<file path="src/rtl/testdrive_apb_pkg.sv">
// Shared APB definitions: FSM states, bus widths and the byte-lane write merge.
package testdrive_apb_pkg;

    typedef enum logic {
        ST_IDLE,
        ST_ACCESS
    } apb_state_t;

    localparam int APB_DATA_W  = 32;
    localparam int APB_STRB_W  = APB_DATA_W / 8;
    localparam int ERR_COUNT_W = 16;
    localparam int WAIT_CNT_W  = 4;

    // Lane b of the result comes from new_val when strb[b] is set, else from old_val.
    function automatic logic [APB_DATA_W-1:0] merge_bytes(
        input logic [APB_DATA_W-1:0] old_val,
        input logic [APB_DATA_W-1:0] new_val,
        input logic [APB_STRB_W-1:0] strb
    );
        logic [APB_DATA_W-1:0] merged;
        merged = old_val;
        for (int b = 0; b < APB_STRB_W; b++) begin
            if (strb[b]) begin
                merged[8*b +: 8] = new_val[8*b +: 8];
            end
        end
        return merged;
    endfunction

endpackage

</file>
<file path="src/rtl/testdrive_apb_slave_ctrl.sv">
// Reusable APB slave handshake: SETUP/ACCESS sequencing, wait-state counter,
// registered PREADY plus latch / response-load / commit strobes for the datapath.
module testdrive_apb_slave_ctrl
    import testdrive_apb_pkg::*;
#(
    parameter int C_WAIT_CYCLES = 0
) (
    input  logic clk,
    input  logic rst,
    input  logic psel,
    input  logic penable,
    output logic latch,
    output logic resp_load,
    output logic commit,
    output logic pready
);

    apb_state_t            state;
    logic [WAIT_CNT_W-1:0] wait_cnt;

    // SETUP seen in IDLE; PSEL with PENABLE already high is a protocol violation and ignored.
    assign latch  = (state == ST_IDLE) && psel && !penable;
    assign commit = (state == ST_ACCESS) && psel && pready;

    // High at exactly the edge that raises PREADY, so the datapath loads PRDATA/PSLVERR with it.
    assign resp_load = (latch && (C_WAIT_CYCLES == 0)) ||
                       ((state == ST_ACCESS) && psel && !pready && (wait_cnt == WAIT_CNT_W'(1)));

    always_ff @(posedge clk) begin
        if (rst) begin
            state    <= ST_IDLE;
            wait_cnt <= '0;
            pready   <= 1'b0;
        end else begin
            case (state)
                ST_IDLE: begin
                    if (latch) begin
                        wait_cnt <= WAIT_CNT_W'(C_WAIT_CYCLES);
                        pready   <= (C_WAIT_CYCLES == 0);
                        state    <= ST_ACCESS;
                    end
                end
                ST_ACCESS: begin
                    if (!psel) begin
                        pready <= 1'b0;
                        state  <= ST_IDLE;
                    end else if (pready) begin
                        pready <= 1'b0;
                        state  <= ST_IDLE;
                    end else begin
                        wait_cnt <= wait_cnt - WAIT_CNT_W'(1);
                        pready   <= (wait_cnt == WAIT_CNT_W'(1));
                    end
                end
            endcase
        end
    end

endmodule

</file>
<file path="src/rtl/testdrive_apb_reg_bank.sv">
// APB slave register bank: C_REG_COUNT word registers with byte-strobed writes,
// out-of-range error responses, per-register write pulses and a saturating error count.
module testdrive_apb_reg_bank
    import testdrive_apb_pkg::*;
#(
    parameter int          C_ADDR_BITS   = 10,
    parameter int          C_REG_COUNT   = 16,
    parameter int          C_WAIT_CYCLES = 0,
    parameter logic [31:0] C_RESET_VALUE = 32'h0
) (
    input  logic                              CLK,
    input  logic                              RST,
    input  logic                              PSEL,
    input  logic                              PENABLE,
    input  logic                              PWRITE,
    input  logic [C_ADDR_BITS-1:0]            PADDR,
    input  logic [APB_DATA_W-1:0]             PWDATA,
    input  logic [APB_STRB_W-1:0]             PSTRB,
    output logic [APB_DATA_W-1:0]             PRDATA,
    output logic                              PREADY,
    output logic                              PSLVERR,
    output logic [APB_DATA_W*C_REG_COUNT-1:0] REG_OUT,
    output logic [C_REG_COUNT-1:0]            REG_WR,
    output logic [ERR_COUNT_W-1:0]            ERR_COUNT
);

    localparam int IDX_W = C_ADDR_BITS - 2;

    logic                   latch;
    logic                   resp_load;
    logic                   commit;

    logic [IDX_W-1:0]       idx_q;
    logic                   write_q;
    logic [APB_DATA_W-1:0]  wdata_q;
    logic [APB_STRB_W-1:0]  strb_q;

    logic [IDX_W-1:0]       req_idx;
    logic                   req_write;
    logic                   req_in_range;
    logic [APB_DATA_W-1:0]  rd_word;

    logic [APB_DATA_W-1:0]  regs [C_REG_COUNT];
    logic [ERR_COUNT_W-1:0] err_count;
    logic                   unused_addr_lsbs;

    assign unused_addr_lsbs = ^PADDR[1:0];

    testdrive_apb_slave_ctrl #(
        .C_WAIT_CYCLES(C_WAIT_CYCLES)
    ) u_ctrl (
        .clk      (CLK),
        .rst      (RST),
        .psel     (PSEL),
        .penable  (PENABLE),
        .latch    (latch),
        .resp_load(resp_load),
        .commit   (commit),
        .pready   (PREADY)
    );

    // With zero wait states the response is loaded on the SETUP edge itself,
    // before the latched copy exists, so decode from the live bus in that case.
    assign req_idx      = latch ? PADDR[C_ADDR_BITS-1:2] : idx_q;
    assign req_write    = latch ? PWRITE : write_q;
    assign req_in_range = ({{(32-IDX_W){1'b0}}, req_idx} < 32'(C_REG_COUNT));

    always_comb begin
        rd_word = '0;
        for (int i = 0; i < C_REG_COUNT; i++) begin
            if (req_idx == IDX_W'(i)) begin
                rd_word = regs[i];
            end
        end
    end

    always_ff @(posedge CLK) begin
        if (latch) begin
            idx_q   <= PADDR[C_ADDR_BITS-1:2];
            write_q <= PWRITE;
            wdata_q <= PWDATA;
            strb_q  <= PSTRB;
        end
    end

    // PREADY is high only in the cycle after resp_load, so the response is zero at every other time.
    always_ff @(posedge CLK) begin
        if (RST) begin
            PRDATA  <= '0;
            PSLVERR <= 1'b0;
        end else if (resp_load) begin
            PSLVERR <= !req_in_range;
            PRDATA  <= (req_in_range && !req_write) ? rd_word : '0;
        end else begin
            PRDATA  <= '0;
            PSLVERR <= 1'b0;
        end
    end

    always_ff @(posedge CLK) begin
        if (RST) begin
            for (int i = 0; i < C_REG_COUNT; i++) begin
                regs[i] <= C_RESET_VALUE;
            end
        end else if (commit && write_q && req_in_range) begin
            for (int i = 0; i < C_REG_COUNT; i++) begin
                if (req_idx == IDX_W'(i)) begin
                    regs[i] <= merge_bytes(regs[i], wdata_q, strb_q);
                end
            end
        end
    end

    always_ff @(posedge CLK) begin
        if (RST) begin
            REG_WR <= '0;
        end else begin
            for (int i = 0; i < C_REG_COUNT; i++) begin
                REG_WR[i] <= commit && write_q && req_in_range && (req_idx == IDX_W'(i));
            end
        end
    end

    always_ff @(posedge CLK) begin
        if (RST) begin
            err_count <= '0;
        end else if (commit && PSLVERR && (err_count != '1)) begin
            err_count <= err_count + ERR_COUNT_W'(1);
        end
    end

    assign ERR_COUNT = err_count;

    genvar g;
    generate
        for (g = 0; g < C_REG_COUNT; g++) begin : g_reg_out
            assign REG_OUT[APB_DATA_W*g +: APB_DATA_W] = regs[g];
        end
    endgenerate

endmodule

</file>
<file path="config.mk">
export PLATFORM = sky130hd
export DESIGN_NAME = testdrive_apb_reg_bank
export DESIGN_NICKNAME = d
export VERILOG_FILES = /design/src/rtl/testdrive_apb_pkg.sv /design/src/rtl/testdrive_apb_slave_ctrl.sv /design/src/rtl/testdrive_apb_reg_bank.sv
export SDC_FILE = /design/constraint.sdc
export NUM_CORES = 1
export LEC_CHECK = 0
export CAP_MARGIN = 20
export CORE_ASPECT_RATIO = 1.25
export CORE_MARGIN = 2
export CORE_UTILIZATION = 40
export DETAILED_ROUTE_END_ITERATION = 16
export PLACE_DENSITY = 0.73
export SYNTH_ARGS = -nofsm -noshare
export SYNTH_HDL_FRONTEND = slang
export SYNTH_SLANG_ARGS = --single-unit
</file>
<file path="constraint.sdc">
create_clock -name CLK -period 3.2 [get_ports CLK]
set_clock_uncertainty 0.15 [all_clocks]
set_input_delay 0.64 -clock CLK [delete_from_list [all_inputs] [get_ports CLK]]
set_output_delay 0.64 -clock CLK [all_outputs]
set_load 0.03 [all_outputs]
</file>
==> flow_metrics.py, run 1 <==
metrics = {
    "status": {
        "status": "completed",
    },
    "logic_synthesis": {
        "synth.top_cell.area_share_pct": 63.93,
        "ys_types": 68,
        "synth_cells": 1871,
        "synth_edf_count": 548,
        "yosys.area.top_type": "edfxtp_1",
        "syn-num-nets": 1925,
        "yosysWarningCount": 0,
        "syn_area_per_cell_um2": 13.76,
        "ys.flop_type": "edfxtp_1",
        "synth.cell_area_mm2": 0.02574,
        "ys_seq_elements": 628,
        "synthTopCellsByCount": "edfxtp_1 (548), and2_1 (328), clkbuf_1 (98)",
        "synthArstFlopShare_pct": 0,
        "synth.most_common_cell": "edfxtp_1",
        "yosys-top-cells-area": "edfxtp_1 (64%), and2_1 (8.0%), dfxtp_1 (6.2%), a222oi_1 (1.7%), clkbuf_1 (1.4%)",
        "ys_seq_area_share_pct": 70.15,
    },
    "final_layout": {
        "final_core_util_pct": 60.43,
        "drive_gt1_share_pct": 19.36,
        "fin_nets": 2872,
        "fill_cells": 4979,
        "fin_cells": 3725,
        "synthToLayoutAreaGrowth_pct": 50.30,
    },
    "die": {
        "start_util_pct": 40.21,
        "fp.dieW_um": 230.9,
        "fp-row-count": 104,
        "die_area_mm2": 0.06641,
        "design.core.area_mm2": 0.06402,
        "die_h_um": 287.6,
        "ios": 629,
    },
    "worst_hold_path": {
        "hp-class": "reg -> reg",
    },
    "clock_network": {
        "clk_latency_ns": 0.63,
        "clockRootBuffer": "clkbuf_16",
        "path_clk_slew_ns": 0.06,
        "cts_sinks": 628,
        "cts_tree": "done",
        "hold_buffers": 0,
        "cts_buffer_depth": 3,
        "cts-htree-levels": 3,
        "cts_buffers": 66,
    },
    "worst_setup_path": {
        "reg2reg_depth": 10,
        "path_depth": 11,
        "cp.required_ns": 3.50,
        "cp-endpoint": "PRDATA[19]",
        "reg2reg_from": "u_ctrl.state",
        "cpMaxStageDelayCell": "clkdlybuf4s50_1",
        "path_class": "in -> reg",
        "crit_buf_inv": 4,
        "end_kind": "flip-flop",
        "startpoint_type": "input port",
        "crit_path_cell_trace": "clkdlybuf4s50_1 -> or3b_4 -> buf_12 -> nand2_2 -> o22ai_2 -> buf_12 -> buf_4 -> a222oi_1 -> nand3_1 -> o21ai_1 -> a31oi_1",
        "r2r_slack_ns": 0.17,
        "slowest_delay_ns": 0.48,
        "cpLargestDelayFamily": "compound AO/OA/AOI/OAI gates",
        "crit_start": "PSEL",
        "cp_common_cell": "buf_12",
        "reg2reg_to": "PRDATA[19]",
        "crit_fanout": 13,
        "crit_arrival_ns": 3.49,
    },
    "timing": {
        "period_share_pct": 99.96,
        "rsz0062_at_grt": "yes",
        "max_freq_mhz": 312.6,
        "layout_min_cycle_time_ns": 3.199,
        "slew_headroom_pct": 51.99,
        "fin_ws_ns": 0.001278,
        "hold_viol": 0,
        "report.final.slew_viol_count": 0,
        "worstMarginPinSlew_ns": 0.7202,
        "setup_viol": 0,
    },
    "placement": {
        "dp_cells": 3595,
        "io_buffers": 626,
        "dp_slack_ns": -0.9222,
        "gp_congestion": 1.005,
        "dp_hpwl_um": 90670,
    },
    "global_routing": {
        "grtUsageTotal_pct": 34.35,
        "antenna_found_initial": 4,
        "grt_overflow_total": 0,
        "grt_pass1_vias": 21360,
        "grt_pass1_wl_um": 161200,
        "grt_max_degree": 121,
    },
    "route": {
        "viasPerCell": 5.884,
        "firstDrtPassIters": 8,
        "drtIter0Drc": 3665,
        "drc_errors": 0,
        "ant_nets": 0,
        "wl_per_cell_um": 31.54,
        "vias": 21920,
        "wl_um": 117500,
    },
    "power": {
        "p_total_uw": 20090,
        "p_per_area_mw_per_mm2": 519.3,
        "p_leak_uw": 0.01446,
        "vdd_ir_drop_max_mv": 0.4285,
    },
    "run": {
        "max_cap_violations": 0,
    },
}
==> worst min-delay path by stage <==
| stage | startpoint | end | slack, ns | depth (start not counted) |
|---|---|---|---|---|
| after detailed placement | idx_q[4] | idx_q[4] | 0.34 | 2 |
| after global routing | idx_q[4] | idx_q[4] | 0.37 | 2 |
| after global placement | idx_q[7] | idx_q[7] | 0.33 | 2 |
| after CTS | idx_q[4] | idx_q[4] | 0.35 | 2 |
| after floorplan | write_q | write_q | 0.30 | 2 |
| final | idx_q[4] | idx_q[4] | 0.35 | 2 |
==> cell usage in the layout, fill, tap and decap left out, types with 26 or more instances in the layout <==
cell               n
a21o_1            42
a21oi_1           27
a221oi_1          35
a222oi_1          43
a22oi_1           45
and2_1           328
buf_12            62
buf_4            336
clkbuf_16         68
clkdlybuf4s50_1  625
dfxtp_1           80
edfxtp_1         548
nand2_1           88
nand3_1           26
nor2_1            72
nor2b_1           40
o21ai_0           36
o22ai_1           46
==> registers in the layout, summed over array words and instances (netlist names) <==
register and flops:
ERR_COUNT 16, PRDATA 32, PSLVERR 1, REG_WR 16, idx_q 8, regs 512, strb_q 4, u_ctrl.pready 1
u_ctrl.state 1, u_ctrl.wait_cnt 4, wdata_q 32, write_q 1
==> through the flow <==
stage	setup TNS, ns	hold slack [ns]	area, um^2
2_1_floorplan	0	0.3040	25740
3_3_place_gp	-275.99	0.3272	36270
3_5_place_dp	-274.15	0.3415	36280
4_1_cts	0	0.3463	38580
5_1_grt	-0.02773	0.3680	38680
6_report	0	0.3490	38690
==> layer usage <==
layer  GRT usage, %  up-vias  part of all wire (%)
met3          7.983      255                    12
met1          44.55    10860                    36
li1               -     9025                     -
met4          14.66        2                   4.7
met2          55.38     1776                    47
met5              0        -                 0.045
==> worst reg2reg max path: cells and delay by family, from the launching register on <==
family                 cells  cell delay (ns)
AOI/OAI and AO/OA          4             1.01
buffers and inverters      3             0.53
and+or+nand+nor            3             0.86
DFF                        1             0.33
==> cell type report <==
class	instances	area (um^2)	share of cell area, %
inverter	14	57.56	0.1488
timing repair buffer	1027	10050	25.98
clock inverter	41	464.2	1.200
tap	848	1061	2.742
sequential	628	18060	46.67
multi-input combinational	1081	7204	18.62
antenna	5	12.51	0.03234
clock buffer	81	1780	4.602
==> cells by family (layout without fill, tap and decap cells) <==
kind of cell / Yosys count / after routing / synth area share, %
buffers and inverters: 162 / 1163 / 2.668
AO/OA/AOI/OAI: 422 / 422 / 12.43
XOR/XNOR: 18 / 18 / 0.6124
multiplexers: 5 / 5 / 0.2139
flip-flops: 628 / 628 / 70.15
adder cells (fa/ha/maj): 3 / 3 / 0.1458
AND/OR/NAND/NOR: 633 / 633 / 13.78
other: 0 / 5 / 0
==> where the power goes <==
group	switching [uW]	leakage (uW)	internal, uW
clock network	3320	0.00109	4710
registers	394	0.00624	9240
logic	1460	0.00713	967
==> timing repair <==
action | in CTS | in global routing
resized for setup | 13 | 27
setup endpoints to repair | 11 | 15
gates cloned | 0 | 0
pin swaps | 3 | 6
buffers inserted | 2 | 1
Power figures use the tool's default switching activity.
==> run 2, diff against run 1 <==
--- a/config.mk
+++ b/config.mk
@@ -7,7 +7,7 @@
 export LEC_CHECK = 0
 export CAP_MARGIN = 20
 export CORE_ASPECT_RATIO = 1.25
-export CORE_MARGIN = 2
+export CORE_MARGIN = 4
 export CORE_UTILIZATION = 40
 export DETAILED_ROUTE_END_ITERATION = 16
 export PLACE_DENSITY = 0.73
==> run 2 against run 1 <==
Cell count down 2.1%. Fmax up 0.58%. Hold slack worse by 0.13 ns. Global-route usage down 1.6 points. Combinational power down 4%. First-iteration DRC count down 15%. Via count down 1.7%. Critical endpoint is now PRDATA[3]. Critical path depth unchanged. Design area down 2.6%. Non-clock buffer count down 59. Sequential power about the same. Sequential share of layout area up 1.2 points.
==> flow_metrics.py, run 2 (synthesis gave the netlist of run 1 again) <==
metrics = {
    "clock_network": {
        "cts_buffers": 60,
        "postCtsSetupBuffers": 0,
        "cts_buffer_depth": 3,
        "cts_tree": "done",
        "cts_sinks": 628,
        "path_clk_slew_ns": 0.06,
        "clk_latency_ns": 0.65,
        "clockRootBuffer": "clkbuf_16",
        "cts-htree-levels": 2,
        "hold_buffers": 0,
    },
    "timing": {
        "setup_viol": 0,
        "hold_viol": 0,
        "worstMarginPinSlew_ns": 0.7873,
        "layout_min_cycle_time_ns": 3.180,
        "max_freq_mhz": 314.4,
        "slew_headroom_pct": 47.07,
        "period_share_pct": 99.38,
        "fin_ws_ns": 0.01969,
        "report.final.slew_viol_count": 0,
    },
    "worst_setup_path": {
        "startpoint_type": "input port",
        "cp_common_cell": "buf_4",
        "crit_arrival_ns": 3.51,
        "end_kind": "flip-flop",
        "r2r_slack_ns": 0.17,
        "reg2reg_depth": 10,
        "crit_fanout": 17,
        "cpLargestDelayFamily": "buffers and inverters",
        "crit_path_cell_trace": "clkdlybuf4s50_1 -> or3b_4 -> buf_4 -> nand2_2 -> o22ai_2 -> buf_12 -> buf_4 -> a222oi_1 -> nand3_1 -> o21ai_1 -> a31oi_1",
        "crit_buf_inv": 4,
        "path_class": "in -> reg",
        "reg2reg_from": "u_ctrl.state",
        "reg2reg_to": "PRDATA[3]",
        "slowest_delay_ns": 0.48,
        "cp.required_ns": 3.53,
        "cpMaxStageDelayCell": "clkdlybuf4s50_1",
    },
    "die": {
        "start_util_pct": 40.60,
        "die_area_mm2": 0.06850,
        "fp-row-count": 103,
        "design.core.area_mm2": 0.06341,
        "ios": 629,
        "fp.dieW_um": 234.9,
        "die_h_um": 291.6,
    },
    "route": {
        "wl_um": 117300,
        "viasPerCell": 5.908,
        "drc_errors": 0,
        "ant_nets": 0,
        "vias": 21540,
        "drtIter0Drc": 3098,
        "firstDrtPassIters": 9,
        "wl_per_cell_um": 32.18,
    },
    "final_layout": {
        "drive_gt1_share_pct": 17.02,
        "final_common_cell": "clkdlybuf4s50_1",
        "final_cell_mix": "clkdlybuf4s50_1 (625), edfxtp_1 (548), and2_1 (328)",
        "synthToLayoutAreaGrowth_pct": 46.45,
        "fin_nets": 2807,
        "largest_reg_flops": 512,
        "final_cell_area_mm2": 0.03770,
        "top_regs": "regs x512, PRDATA x32, wdata_q x32",
        "largest-register": "regs",
    },
    "power": {
        "vdd_ir_drop_max_mv": 0.4134,
        "p_total_uw": 19030,
        "p_leak_uw": 0.01395,
        "p_per_area_mw_per_mm2": 504.7,
    },
    "global_routing": {
        "antenna_found_initial": 7,
        "grt_pass1_wl_um": 164300,
        "gr-usage-met2_pct": 53.40,
        "top_usage_layer": "met2",
        "grt_pass1_vias": 21560,
        "use_met1_pct": 41.80,
        "use_met3_pct": 9.607,
        "grt_max_degree": 55,
        "grtUsageTotal_pct": 32.79,
        "grt_overflow_total": 0,
    },
    "worst_hold_path": {
        "hold_end": "ERR_COUNT[13]",
        "hp-class": "in -> reg",
        "hold_start": "RST",
        "holdPathStages": 2,
    },
    "placement": {
        "io_buffers": 626,
        "dp_hpwl_um": 92290,
        "dp_slack_ns": -0.8249,
        "placed_cell_area_mm2": 0.03573,
        "gp_congestion": 0.9614,
    },
    "status": {
        "status": "completed",
    },
    "run": {
        "max_cap_violations": 0,
    },
}
[run 2: layer usage]
metal / share of wire, % / up-vias
li1: - / 8868
met1: 37 / 10760
met2: 47 / 1647
met3: 12 / 265
met4: 4.5 / 0
met5: 0 / -
[run 2: worst max-delay path by stage]
stage | startpoint | to | cells past startpoint
floorplan | PSEL | regs[1][200] | 8
global placement | PSEL | PRDATA[26] | 12
detailed placement | PSEL | PRDATA[26] | 12
CTS | PSEL | PRDATA[17] | 10
global route | PSEL | PRDATA[18] | 12
finish | PSEL | PRDATA[3] | 11
[run 2: area by class of cell]
cell class	instances	area [um^2]
fillers	5076	25710
flip-flops and latches	628	18060
repair buffers	968	9469
multi-input cells	1081	7138
clock buffers	83	1648
well taps	840	1051
clock inverters	29	272.8
inverters	14	55.05
diodes	3	7.507
[run 2: what timing repair did]
item                                    CTS  global route
pin swaps                                 1             4
endpoints found under the setup margin    4            25
gates resized for setup                   4            12
[run 2: per-stage QoR]
step | util, % | cells | hold WS (ns) | setup TNS [ns]
global route | 59.45 | 3645 | 0.2072 | -0.007366
detailed placement | 56.35 | 3531 | 0.3253 | -230.38
floorplan | - | 1871 | 0.3040 | 0
finish | 59.46 | 3646 | 0.2155 | 0
global placement | 56.35 | 3531 | 0.3262 | -246.06
CTS | 59.39 | 3643 | 0.1807 | 0
[run 2: power by group]
part | switching [uW] | internal (uW)
combinational | 1420 | 898
sequential | 392 | 9240
clock | 3150 | 3920
total | 4960 | 14100
[run 2: worst reg2reg max path: cells and delay by family (launching register included)]
family | cells | cell delay, ns
compound gates | 4 | 1.04
simple gates | 3 | 0.77
buf+inv | 3 | 0.60
flops | 1 | 0.32
